[src/rtl/reg_pipe_stage_b_pkg.sv]
// Shared types, sizing constants and helpers for the execute stage and its MUL/DIV unit.
package reg_pipe_stage_b_pkg;

    localparam int unsigned DATA_W = 16;
    localparam int unsigned MD_ITER = 16;
    localparam int unsigned CNT_W = $clog2(MD_ITER);
    localparam logic [CNT_W-1:0] CNT_LAST = CNT_W'(MD_ITER - 1);
    localparam logic [DATA_W-1:0] DIV0_QUOT = 16'hFFFF;

    typedef enum logic [3:0] {
        ALU_ADD,
        ALU_SUB,
        ALU_AND,
        ALU_OR,
        ALU_XOR,
        ALU_SLL,
        ALU_SRL,
        ALU_SRA,
        ALU_PASS,
        ALU_MUL,
        ALU_DIV
    } control_e;

    typedef enum logic {
        MD_IDLE,
        MD_BUSY
    } md_state_e;

    function automatic logic is_md(control_e op);
        return (op == ALU_MUL) || (op == ALU_DIV);
    endfunction

    // 0x8000 maps to 0x8000, which is correct when read as unsigned.
    function automatic logic [DATA_W-1:0] abs_w(logic [DATA_W-1:0] x);
        return x[DATA_W-1] ? ((~x) + 1'b1) : x;
    endfunction

endpackage

[src/rtl/reg_pipe_stage_b_if.sv]
// Stage-A -> execute inputs, stall back-pressure and EX/MEM register outputs.
interface reg_pipe_stage_b_if;
    import reg_pipe_stage_b_pkg::*;

    logic [1:0]        in_memc;
    logic              in_reg_wr;
    logic [DATA_W-1:0] in_alu_a;
    logic [DATA_W-1:0] in_alu_b;
    logic [DATA_W-1:0] in_R1_data;
    logic              in_R0_en;
    control_e          in_alu_ctrl;
    logic [7:0]        in_instr;

    logic              stall;
    logic [1:0]        out_memc;
    logic              out_reg_wr;
    logic [DATA_W-1:0] out_alu_result;
    logic [DATA_W-1:0] out_R0_data;
    logic              out_R0_en;
    logic [DATA_W-1:0] out_R1_data;
    logic [7:0]        out_instr;
    logic              out_div0;

    modport master (
        output in_memc, in_reg_wr, in_alu_a, in_alu_b, in_R1_data, in_R0_en, in_alu_ctrl,
               in_instr,
        input  stall, out_memc, out_reg_wr, out_alu_result, out_R0_data, out_R0_en,
               out_R1_data, out_instr, out_div0
    );

    modport slave (
        input  in_memc, in_reg_wr, in_alu_a, in_alu_b, in_R1_data, in_R0_en, in_alu_ctrl,
               in_instr,
        output stall, out_memc, out_reg_wr, out_alu_result, out_R0_data, out_R0_en,
               out_R1_data, out_instr, out_div0
    );

endinterface

[src/rtl/reg_pipe_stage_b_mul_div.sv]
// Iterative signed MUL (shift-add) / DIV (restoring), one bit per cycle on magnitudes.
module reg_pipe_stage_b_mul_div
    import reg_pipe_stage_b_pkg::*;
(
    input  logic              clk,
    input  logic              rst,
    input  logic              i_halt,
    input  logic              i_start,
    input  logic              i_div,
    input  logic [DATA_W-1:0] i_a,
    input  logic [DATA_W-1:0] i_b,
    output logic              o_busy,
    output logic              o_last,
    output logic [DATA_W-1:0] o_hi,
    output logic [DATA_W-1:0] o_lo
);

    md_state_e           r_state, w_state_next;
    logic [CNT_W-1:0]    r_count;
    logic                r_div, r_neg_lo, r_neg_hi;
    logic [DATA_W-1:0]   r_hi, r_lo, r_m;
    logic [DATA_W:0]     w_sum, w_sh, w_diff;
    logic [DATA_W-1:0]   w_nhi, w_nlo;
    logic [2*DATA_W-1:0] w_prod, w_prod_fix;

    always_ff @(posedge clk or posedge rst) begin
        if (rst) begin
            r_state <= MD_IDLE;
        end else if (!i_halt) begin
            r_state <= w_state_next;
        end
    end

    always_comb begin
        w_state_next = r_state;
        case (r_state)
            MD_IDLE: if (i_start) w_state_next = MD_BUSY;
            MD_BUSY: if (r_count == CNT_LAST) w_state_next = MD_IDLE;
            default: w_state_next = MD_IDLE;
        endcase
    end

    always_comb begin
        o_busy = (r_state == MD_BUSY);
        o_last = (r_state == MD_BUSY) && (r_count == CNT_LAST);
    end

    // One iteration: r_hi is partial product / remainder, r_lo is multiplier / quotient.
    always_comb begin
        w_sum  = {1'b0, r_hi} + (r_lo[0] ? {1'b0, r_m} : '0);
        w_sh   = {r_hi, r_lo[DATA_W-1]};
        w_diff = w_sh - {1'b0, r_m};
        if (r_div) begin
            w_nhi = w_diff[DATA_W] ? w_sh[DATA_W-1:0] : w_diff[DATA_W-1:0];
            w_nlo = {r_lo[DATA_W-2:0], ~w_diff[DATA_W]};
        end else begin
            w_nhi = w_sum[DATA_W:1];
            w_nlo = {w_sum[0], r_lo[DATA_W-1:1]};
        end
        w_prod     = {w_nhi, w_nlo};
        w_prod_fix = r_neg_lo ? ((~w_prod) + 1'b1) : w_prod;
        if (r_div) begin
            o_lo = r_neg_lo ? ((~w_nlo) + 1'b1) : w_nlo;
            o_hi = r_neg_hi ? ((~w_nhi) + 1'b1) : w_nhi;
        end else begin
            o_lo = w_prod_fix[DATA_W-1:0];
            o_hi = w_prod_fix[2*DATA_W-1:DATA_W];
        end
    end

    always_ff @(posedge clk or posedge rst) begin
        if (rst) begin
            r_count  <= '0;
            r_div    <= 1'b0;
            r_neg_lo <= 1'b0;
            r_neg_hi <= 1'b0;
            r_hi     <= '0;
            r_lo     <= '0;
            r_m      <= '0;
        end else if (!i_halt) begin
            if ((r_state == MD_IDLE) && i_start) begin
                r_count  <= '0;
                r_div    <= i_div;
                r_hi     <= '0;
                r_lo     <= i_div ? abs_w(i_a) : abs_w(i_b);
                r_m      <= i_div ? abs_w(i_b) : abs_w(i_a);
                r_neg_lo <= i_a[DATA_W-1] ^ i_b[DATA_W-1];
                r_neg_hi <= i_a[DATA_W-1];
            end else if (r_state == MD_BUSY) begin
                r_hi    <= w_nhi;
                r_lo    <= w_nlo;
                r_count <= (r_count == CNT_LAST) ? '0 : r_count + 1'b1;
            end
        end
    end

endmodule

[src/rtl/reg_pipe_stage_b.sv]
// Execute stage with EX/MEM register; stalls stage A while the MUL/DIV unit iterates.
module reg_pipe_stage_b
    import reg_pipe_stage_b_pkg::*;
(
    input  logic               clk,
    input  logic               rst,
    input  logic               halt_sys,
    reg_pipe_stage_b_if.slave  bus
);

    logic              w_is_md, w_div0, w_start, w_busy, w_last, w_stall;
    logic [DATA_W-1:0] w_alu_res, w_md_hi, w_md_lo;

    assign w_is_md = is_md(bus.in_alu_ctrl);
    assign w_div0  = (bus.in_alu_ctrl == ALU_DIV) && (bus.in_alu_b == '0);
    assign w_start = !w_busy && w_is_md && !w_div0;
    assign w_stall = !rst && (w_start || (w_busy && !w_last));
    assign bus.stall = w_stall;

    reg_pipe_stage_b_mul_div u_mul_div (
        .clk     (clk),
        .rst     (rst),
        .i_halt  (halt_sys),
        .i_start (w_start),
        .i_div   (bus.in_alu_ctrl == ALU_DIV),
        .i_a     (bus.in_alu_a),
        .i_b     (bus.in_alu_b),
        .o_busy  (w_busy),
        .o_last  (w_last),
        .o_hi    (w_md_hi),
        .o_lo    (w_md_lo)
    );

    always_comb begin
        w_alu_res = '0;
        case (bus.in_alu_ctrl)
            ALU_ADD:  w_alu_res = bus.in_alu_a + bus.in_alu_b;
            ALU_SUB:  w_alu_res = bus.in_alu_a - bus.in_alu_b;
            ALU_AND:  w_alu_res = bus.in_alu_a & bus.in_alu_b;
            ALU_OR:   w_alu_res = bus.in_alu_a | bus.in_alu_b;
            ALU_XOR:  w_alu_res = bus.in_alu_a ^ bus.in_alu_b;
            ALU_SLL:  w_alu_res = bus.in_alu_a << bus.in_alu_b[3:0];
            ALU_SRL:  w_alu_res = bus.in_alu_a >> bus.in_alu_b[3:0];
            ALU_SRA:  w_alu_res = $unsigned($signed(bus.in_alu_a) >>> bus.in_alu_b[3:0]);
            ALU_PASS: w_alu_res = bus.in_alu_b;
            default:  w_alu_res = '0;
        endcase
    end

    always_ff @(posedge clk or posedge rst) begin
        if (rst) begin
            bus.out_memc       <= '0;
            bus.out_reg_wr     <= 1'b0;
            bus.out_alu_result <= '0;
            bus.out_R0_data    <= '0;
            bus.out_R0_en      <= 1'b0;
            bus.out_R1_data    <= '0;
            bus.out_instr      <= '0;
            bus.out_div0       <= 1'b0;
        end else if (!halt_sys) begin
            if (w_stall) begin
                // Bubble: data fields hold, only controls are squashed.
                bus.out_memc   <= '0;
                bus.out_reg_wr <= 1'b0;
                bus.out_R0_en  <= 1'b0;
                bus.out_instr  <= '0;
                bus.out_div0   <= 1'b0;
            end else begin
                bus.out_memc    <= bus.in_memc;
                bus.out_reg_wr  <= bus.in_reg_wr;
                bus.out_R1_data <= bus.in_R1_data;
                bus.out_instr   <= bus.in_instr;
                if (w_last) begin
                    bus.out_alu_result <= w_md_lo;
                    bus.out_R0_data    <= w_md_hi;
                    bus.out_R0_en      <= 1'b1;
                    bus.out_div0       <= 1'b0;
                end else if (w_div0) begin
                    bus.out_alu_result <= DIV0_QUOT;
                    bus.out_R0_data    <= bus.in_alu_a;
                    bus.out_R0_en      <= bus.in_R0_en;
                    bus.out_div0       <= 1'b1;
                end else begin
                    bus.out_alu_result <= w_alu_res;
                    bus.out_R0_data    <= '0;
                    bus.out_R0_en      <= bus.in_R0_en;
                    bus.out_div0       <= 1'b0;
                end
            end
        end
    end

endmodule

[src/flat_wrapper.sv]
// flat-port wrapper written by rule: the top's interface ports become plain ports
module reg_pipe_stage_b_flat import reg_pipe_stage_b_pkg::*;
  (clk, rst, halt_sys, bus_in_memc, bus_in_reg_wr, bus_in_alu_a, bus_in_alu_b, bus_in_R1_data, bus_in_R0_en, bus_in_alu_ctrl, bus_in_instr, bus_stall, bus_out_memc, bus_out_reg_wr, bus_out_alu_result, bus_out_R0_data, bus_out_R0_en, bus_out_R1_data, bus_out_instr, bus_out_div0);
  reg_pipe_stage_b_if bus_i ();
  input  logic clk;
  input  logic rst;
  input  logic halt_sys;
  input wire logic [$bits(bus_i.in_memc)-1:0] bus_in_memc;
  input wire logic [$bits(bus_i.in_reg_wr)-1:0] bus_in_reg_wr;
  input wire logic [$bits(bus_i.in_alu_a)-1:0] bus_in_alu_a;
  input wire logic [$bits(bus_i.in_alu_b)-1:0] bus_in_alu_b;
  input wire logic [$bits(bus_i.in_R1_data)-1:0] bus_in_R1_data;
  input wire logic [$bits(bus_i.in_R0_en)-1:0] bus_in_R0_en;
  input wire logic [$bits(bus_i.in_alu_ctrl)-1:0] bus_in_alu_ctrl;
  input wire logic [$bits(bus_i.in_instr)-1:0] bus_in_instr;
  output wire logic [$bits(bus_i.stall)-1:0] bus_stall;
  output wire logic [$bits(bus_i.out_memc)-1:0] bus_out_memc;
  output wire logic [$bits(bus_i.out_reg_wr)-1:0] bus_out_reg_wr;
  output wire logic [$bits(bus_i.out_alu_result)-1:0] bus_out_alu_result;
  output wire logic [$bits(bus_i.out_R0_data)-1:0] bus_out_R0_data;
  output wire logic [$bits(bus_i.out_R0_en)-1:0] bus_out_R0_en;
  output wire logic [$bits(bus_i.out_R1_data)-1:0] bus_out_R1_data;
  output wire logic [$bits(bus_i.out_instr)-1:0] bus_out_instr;
  output wire logic [$bits(bus_i.out_div0)-1:0] bus_out_div0;
  assign bus_i.in_memc = bus_in_memc;
  assign bus_i.in_reg_wr = bus_in_reg_wr;
  assign bus_i.in_alu_a = bus_in_alu_a;
  assign bus_i.in_alu_b = bus_in_alu_b;
  assign bus_i.in_R1_data = bus_in_R1_data;
  assign bus_i.in_R0_en = bus_in_R0_en;
  assign bus_i.in_alu_ctrl = bus_in_alu_ctrl;
  assign bus_i.in_instr = bus_in_instr;
  assign bus_stall = bus_i.stall;
  assign bus_out_memc = bus_i.out_memc;
  assign bus_out_reg_wr = bus_i.out_reg_wr;
  assign bus_out_alu_result = bus_i.out_alu_result;
  assign bus_out_R0_data = bus_i.out_R0_data;
  assign bus_out_R0_en = bus_i.out_R0_en;
  assign bus_out_R1_data = bus_i.out_R1_data;
  assign bus_out_instr = bus_i.out_instr;
  assign bus_out_div0 = bus_i.out_div0;
  reg_pipe_stage_b u_core (.clk(clk), .rst(rst), .halt_sys(halt_sys), .bus(bus_i));
endmodule
[config.mk]
export PLATFORM = sky130hd
export DESIGN_NAME = reg_pipe_stage_b_flat
export DESIGN_NICKNAME = d
export VERILOG_FILES = /design/src/rtl/reg_pipe_stage_b_pkg.sv /design/src/rtl/reg_pipe_stage_b_if.sv /design/src/rtl/reg_pipe_stage_b_mul_div.sv /design/src/rtl/reg_pipe_stage_b.sv /design/src/flat_wrapper.sv
export SDC_FILE = /design/constraint.sdc
export NUM_CORES = 1
export LEC_CHECK = 0
export ABC_AREA = 0
export CAP_MARGIN = 20
export CORE_MARGIN = 2
export CORE_UTILIZATION = 30
export CTS_BUF_LIST = sky130_fd_sc_hd__clkbuf_16
export CTS_CLUSTER_SIZE = 14
export DETAILED_ROUTE_END_ITERATION = 8
export GPL_ROUTABILITY_DRIVEN = 0
export SLEW_MARGIN = 30
export SYNTH_ARGS = -nofsm -noshare
export SYNTH_HDL_FRONTEND = slang
export SYNTH_SLANG_ARGS = --single-unit
[constraint.sdc]
create_clock -name clk -period 6.2 [get_ports clk]
set_input_delay 1.55 -clock clk [delete_from_list [all_inputs] [get_ports clk]]
set_output_delay 1.55 -clock clk [all_outputs]
set_load 0.01 [all_outputs]
==> results of run 1 <==
## cell families (layout without fill, tap and decap cells)
| group | Yosys count | after routing | share of synthesized area, % |
|---|---|---|---|
| fa+ha+maj | 89 | 89 | 9.03 |
| simple gates | 641 | 641 | 23.4 |
| xor+xnor | 94 | 94 | 6.69 |
| buf+inv | 180 | 276 | 5.82 |
| compound gates | 491 | 491 | 26.0 |
| flops | 117 | 117 | 23.3 |
| mux | 61 | 61 | 5.80 |
## cell usage in the layout (no fill, tap or decap), types with 5 or more instances in the layout
cell type / Yosys / routed
and3_1: 13 / 13
mux4_2: 5 / 5
clkbuf_16: 0 / 17
and2_1: 21 / 21
nand2_1: 254 / 254
nor4_1: 10 / 9
nor2b_1: 15 / 14
nand4_1: 14 / 14
o2111ai_1: 10 / 10
o21a_1: 7 / 7
nand3b_1: 6 / 6
inv_1: 67 / 68
clkinv_1: 3 / 5
o21ai_0: 141 / 141
o221ai_1: 16 / 16
xor2_1: 22 / 22
xnor2_1: 71 / 71
a22oi_1: 9 / 9
or3_1: 10 / 10
mux2i_1: 37 / 37
clkdlybuf4s50_1: 0 / 128
a221oi_1: 13 / 13
ha_1: 86 / 86
a31oi_1: 21 / 21
mux2_2: 14 / 14
nand2b_1: 20 / 19
o22ai_1: 6 / 6
a21o_1: 14 / 14
buf_4: 3 / 42
o21ai_1: 7 / 7
a21oi_1: 113 / 112
nand3_1: 52 / 52
dfrtp_1: 117 / 116
a211oi_1: 19 / 19
a21boi_0: 6 / 6
nor3_1: 32 / 32
o31ai_1: 19 / 19
nor2_1: 160 / 158
o211ai_1: 32 / 32
## power by group
part	internal [mW]	switching (mW)	leakage [nW]
Clock	0.667	0.370	0.297
Combinational	1.44	2.18	4.49
Sequential	0.969	0.264	1.47
## worst min-delay path, cell delays in order (launching register included)
cell     delay (ns)
dfrtp_1        0.34
nand2_1        0.05
nand3_1        0.05
## sequential cells by signal, summed over array words and instances (netlist names), 2 cells and up
register	flops
u_core.u_mul_div.r_lo	16
u_core.bus.out_instr	8
u_core.u_mul_div.r_count	4
u_core.bus.out_alu_result	16
u_core.u_mul_div.r_m	16
u_core.bus.out_R1_data	16
u_core.bus.out_memc	2
u_core.u_mul_div.r_hi	16
u_core.bus.out_R0_data	16
## metal layers
metal,wire length (um),global-route usage (%),up-vias
met5,7,0,-
met4,1910,9.78,2
met3,4180,3.65,129
met2,20500,32.9,688
met1,20300,28.9,6249
li1,-,-,6175
## layout make-up
class | count | area (sq um) | share of cell area (%)
Tap cell | 539 | 674 | 4.48
Multi-Input combinational cell | 1376 | 8950 | 59.5
Sequential cell | 117 | 2930 | 19.5
Clock inverter | 15 | 189 | 1.25
Timing Repair Buffer | 171 | 1610 | 10.7
Clock buffer | 17 | 425 | 2.83
Inverter | 73 | 278 | 1.85
## worst paths after layout
path / endpoint / cells after the start / slack (ns) / from
max in group asynchronous: u_core.u_mul_div.r_div$_DFFE_PP0P_ / 4 / 3.39 / rst
min in group asynchronous: u_core.bus.out_div0$_DFFE_PP0N_ / 3 / 1.70 / rst
worst max-delay path: bus_stall / 12 / 0.27 / bus_in_alu_b[1]
worst min-delay path: u_core.bus.out_R0_data[12]$_DFFE_PP0P_ / 2 / 0.47 / u_core.bus.out_R0_data[12]$_DFFE_PP0P_
worst max register to register: u_core.bus.out_R0_data[8]$_DFFE_PP0P_ / 20 / 0.87 / u_core.u_mul_div.r_lo[15]$_DFFE_PP0P_
worst min register to register: u_core.bus.out_R0_data[12]$_DFFE_PP0P_ / 2 / 0.47 / u_core.bus.out_R0_data[12]$_DFFE_PP0P_
## per-stage QoR
stage / utilization, % / instances / instance area [sq um]
global placement: 34.6 / 2276 / 14400
detailed placement: 34.6 / 2276 / 14400
CTS: 36.1 / 2308 / 15000
floorplan: - / 1673 / 12600
global route: 36.1 / 2308 / 15100
finish: 36.1 / 2308 / 15100
==> results.json, run 1 <==
{
  "min_period_ns": 5.93,
  "slowest_delay_ns": 0.48,
  "drtPass1Iterations": 6,
  "grt_pass1_vias": 12700,
  "status": "finished, final reports clean",
  "ys_top_cells_by_count": "nand2_1 (254), nor2_1 (160), o21ai_0 (141)",
  "ctsResizeCount": 0,
  "clock-sinks": 117,
  "cts_made_buffers": 17,
  "vias": 13200,
  "ys_dominant_reg_cell": "dfrtp_1",
  "cts_root_buffer": "clkbuf_16",
  "endpoint_kind": "output pin",
  "required_ns": 4.65,
  "clock_latency_ns": 0.42,
  "tightest_slew_ns": 1.03,
  "critPathBufInv": 5,
  "fin_tns_setup_ns": 0,
  "synth-edff-count": 0,
  "hold_class": "register to register",
  "portBuffers": 128,
  "grt_max_degree": 73,
  "power_mw": 5.89,
  "core_sq_um": 41700,
  "post_cts_buffers": 0,
  "cap_violations": 0,
  "cts_max_level": 4,
  "path_class": "input port to output pin",
  "syn_area_sq_um": 12600,
  "fin_crit_sh_pct": 95.7,
  "drt_iter0_drc": 1487,
  "synth_area_leaders": "dfrtp_1 (23%), ha_1 (8.5%), nand2_1 (7.6%)",
  "grt.total_usage_pct": 21.3,
  "pre_cts_ws_ns": 0.343,
  "routedWlPerCell_um": 20.3,
  "drc": 0,
  "drtAntennaViolNets": 0,
  "cts_tree": "built",
  "fp.dieW_um": 209,
  "slew_headroom_pct": 30.4,
  "grt_pass1_wl_um": 72800,
  "num-fill-cells": 4408,
  "antenna_found_initial": 2,
  "overflow": 0,
  "start_util_pct": 30.2,
  "drv_slew": 0,
  "yosysTopAreaCell": "dfrtp_1",
  "synth_nets": 1829,
  "whs_ns": 0.474,
  "crit_chain": "clkdlybuf4s50_1, inv_1, ha_1, nand4_1, nor4b_1, nand4_1, o41ai_2, buf_4, nand2_1, nand2_1, inv_2, clkdlybuf4s50_1",
  "synth-async-reset-ratio_pct": 100,
  "viasPerCell": 5.74,
  "power.density_nw_per_um2": 391,
  "setup_violations": 0,
  "cp.arrival_ns": 4.38,
  "p_leak_nw": 6.26,
  "skew_ns": 0.00888,
  "routed_wl_um": 46800,
  "final_nets": 1912,
  "yosysSeqAreaShare_pct": 23.3,
  "syn2layout_area_growth_pct": 19.6,
  "synth-seq-cells": 117,
  "crit_path_top_delay_cell": "clkdlybuf4s50_1",
  "num_antenna_cells": 0,
  "ir_worst_vdd_v": 0.000199,
  "die-area_sq_um": 43600,
  "io_pins": 129,
  "hold_viol_final": 0,
  "ys_types": 99,
  "drive_above_1_share_pct": 8.20,
  "cts.reportedPaths.clkPinSlew_ns": 0.06,
  "timing.final.ws_setup_ns": 0.267,
  "synth.avg_cell_area_sq_um": 7.52,
  "dp_hpwl_um": 36000,
  "die_h_um": 209,
  "hold_buffers": 0,
  "yosysWarnings": 0,
  "cts_buffer_depth": 2,
  "synth_top_cell_area_share_pct": 23.3,
  "worstSetupStartpointType": "input port",
  "syn_inst": 1673,
  "achievable-frequency_ghz": 0.169,
  "crit_fanout": 6,
  "yosysMostFrequentCell": "nand2_1",
  "rsz0062_at_grt": "false",
  "fp-row-count": 75,
  "cp_top_family": "buffers and inverters"
}
No activity file was read; power rests on OpenSTA's default activity.
==> run 2: changes to the inputs <==
--- a/config.mk
+++ b/config.mk
@@ -6,13 +6,15 @@
 export NUM_CORES = 1
 export LEC_CHECK = 0
 export ABC_AREA = 0
-export CAP_MARGIN = 20
+export CAP_MARGIN = 15
+export CORE_ASPECT_RATIO = 0.9
 export CORE_MARGIN = 2
 export CORE_UTILIZATION = 30
 export CTS_BUF_LIST = sky130_fd_sc_hd__clkbuf_16
 export CTS_CLUSTER_SIZE = 14
 export DETAILED_ROUTE_END_ITERATION = 8
 export GPL_ROUTABILITY_DRIVEN = 0
+export SETUP_SLACK_MARGIN = 0.15
 export SLEW_MARGIN = 30
 export SYNTH_ARGS = -nofsm -noshare
 export SYNTH_HDL_FRONTEND = slang
==> results.json, run 2 (synthesis gave the netlist of run 1 again) <==
{
  "crit_chain": "clkdlybuf4s50_1, inv_1, nand4_1, nor4b_1, buf_4, nand4_1, o41ai_2, buf_4, nand2_1, nand2_1, inv_2, clkdlybuf4s50_1",
  "ctsResizeCount": 0,
  "routed_wl_um": 48000,
  "syn2layout_area_growth_pct": 19.8,
  "status": "finished, final reports clean",
  "hold_viol_final": 0,
  "required_ns": 4.65,
  "cts_max_level": 4,
  "die-area_sq_um": 43600,
  "fin_tns_setup_ns": 0,
  "drt_iter0_drc": 1420,
  "hold_buffers": 0,
  "worstRegToRegCells": 21,
  "p_leak_nw": 6.26,
  "fp.dieW_um": 220,
  "cts_made_buffers": 17,
  "slew_headroom_pct": 37.8,
  "drive_above_1_share_pct": 8.57,
  "fp-row-count": 71,
  "timing.final.ws_setup_ns": 0.294,
  "dp_hpwl_um": 36300,
  "worstSetupStartpointType": "input port",
  "path_class": "input port to output pin",
  "post_cts_buffers": 0,
  "overflow": 0,
  "skew_ns": 0.0125,
  "achievable-frequency_ghz": 0.169,
  "drc": 0,
  "endpoint_kind": "output pin",
  "r2r_start": "u_core.u_mul_div.r_lo[15]$_DFFE_PP0P_",
  "grt.total_usage_pct": 21.7,
  "endpoint": "bus_stall",
  "hold_class": "register to register",
  "clock-sinks": 117,
  "final_common_cell": "nand2_1",
  "rsz0062_at_grt": "false",
  "drtPass1Iterations": 6,
  "final_nets": 1916,
  "cap_violations": 0,
  "reg2reg_to": "u_core.bus.out_R0_data[8]$_DFFE_PP0P_",
  "layout.cells.most_common_list": "nand2_1 (254), nor2_1 (157), o21ai_0 (141)",
  "start_util_pct": 30.3,
  "cp.arrival_ns": 4.36,
  "hp-start": "u_core.bus.out_R1_data[9]$_DFFE_PP0P_",
  "cts_tree": "built",
  "crit_fanout": 4,
  "cts.reportedPaths.clkPinSlew_ns": 0.06,
  "critical_path_depth": 12,
  "routedWlPerCell_um": 20.7,
  "power.density_nw_per_um2": 388,
  "grt_pass1_vias": 12200,
  "min_period_ns": 5.91,
  "portBuffers": 128,
  "antenna_found_initial": 2,
  "setup_violations": 0,
  "drv_slew": 0,
  "io_pins": 129,
  "viasPerCell": 5.72,
  "pre_cts_ws_ns": 0.330,
  "grt_pass1_wl_um": 72500,
  "die_h_um": 198,
  "clock_latency_ns": 0.43,
  "fin_crit_sh_pct": 95.3,
  "cts_buffer_depth": 2,
  "slowest_delay_ns": 0.54,
  "cp_top_family": "buffers and inverters",
  "ir_worst_vdd_v": 0.000224,
  "core_sq_um": 41600,
  "vias": 13300,
  "critPathBufInv": 6,
  "grt_max_degree": 73,
  "drtAntennaViolNets": 0,
  "cts_root_buffer": "clkbuf_16",
  "crit_path_top_delay_cell": "clkdlybuf4s50_1",
  "setup.worst_path.start": "bus_in_alu_b[5]",
  "tightest_slew_ns": 0.924,
  "r2r_slack_ns": 0.91
}
[run 2: worst reg2reg max path, stage by stage (launching register included)]
cell      delay [ns]
dfrtp_1         0.44
inv_1           0.11
ha_1            0.17
inv_1           0.05
fa_1            0.44
a211oi_2        0.24
o21ai_1         0.15
nand4_2         0.17
o21a_1          0.49
xnor2_4         0.32
nand2_1         0.22
a21boi_0        0.19
buf_4           0.16
ha_1            0.21
nand4_1         0.19
or3_1           0.48
nor2_1          0.15
nor2_1          0.12
a21oi_2         0.27
a211oi_1        0.14
a211oi_1        0.37
o21ai_1         0.09
[run 2: worst min path at each step]
stage,slack (ns),endpoint,cells past startpoint
4_1_cts,0.48,u_core.bus.out_R1_data[9]$_DFFE_PP0P_,2
2_1_floorplan,0.46,u_core.u_mul_div.r_count[3]$_DFFE_PP0P_,1
3_5_place_dp,0.46,u_core.bus.out_R1_data[9]$_DFFE_PP0P_,2
5_1_grt,0.50,u_core.bus.out_R1_data[12]$_DFFE_PP0P_,2
6_report,0.47,u_core.bus.out_R1_data[9]$_DFFE_PP0P_,2
3_3_place_gp,0.46,u_core.bus.out_R1_data[6]$_DFFE_PP0P_,2
[run 2: per-layer routing]
metal  part of all wire (%)  vias up  GRT usage [%]
li1                       -     6183              -
met4                    3.2        2           7.73
met3                     11      104           3.89
met1                     45     6280           31.9
met2                     41      696           31.3
met5                  0.025        -              0
[run 2: final cells by class]
class / count / area, sq um
sequential: 117 / 2930
antenna: 1 / 2.50
timing repair buffer: 175 / 1640
inverter: 73 / 278
clock inverter: 15 / 158
fill: 4386 / 26500
multi-input combinational: 1376 / 8960
tap: 547 / 684
clock buffer: 17 / 425
[run 2: where the power goes]
part | total, mW | switching, mW | leakage, nW | internal [mW]
clock network | 0.983 | 0.391 | 0.278 | 0.592
logic | 3.63 | 2.19 | 4.51 | 1.44
registers | 1.24 | 0.273 | 1.47 | 0.968
[run 2: per-stage QoR]
stage               utilization, %  std cells  hold slack [ns]  total power, mW  cell area [sq um]
floorplan                        -       1673            0.464             3.79              12600
global placement              34.8       2288            0.461             4.73              14500
detailed placement            34.8       2288            0.461             4.79              14500
CTS                           36.2       2320            0.476             5.79              15100
global route                  36.3       2320            0.499             6.24              15100
finish                        36.3       2321            0.473             5.85              15100
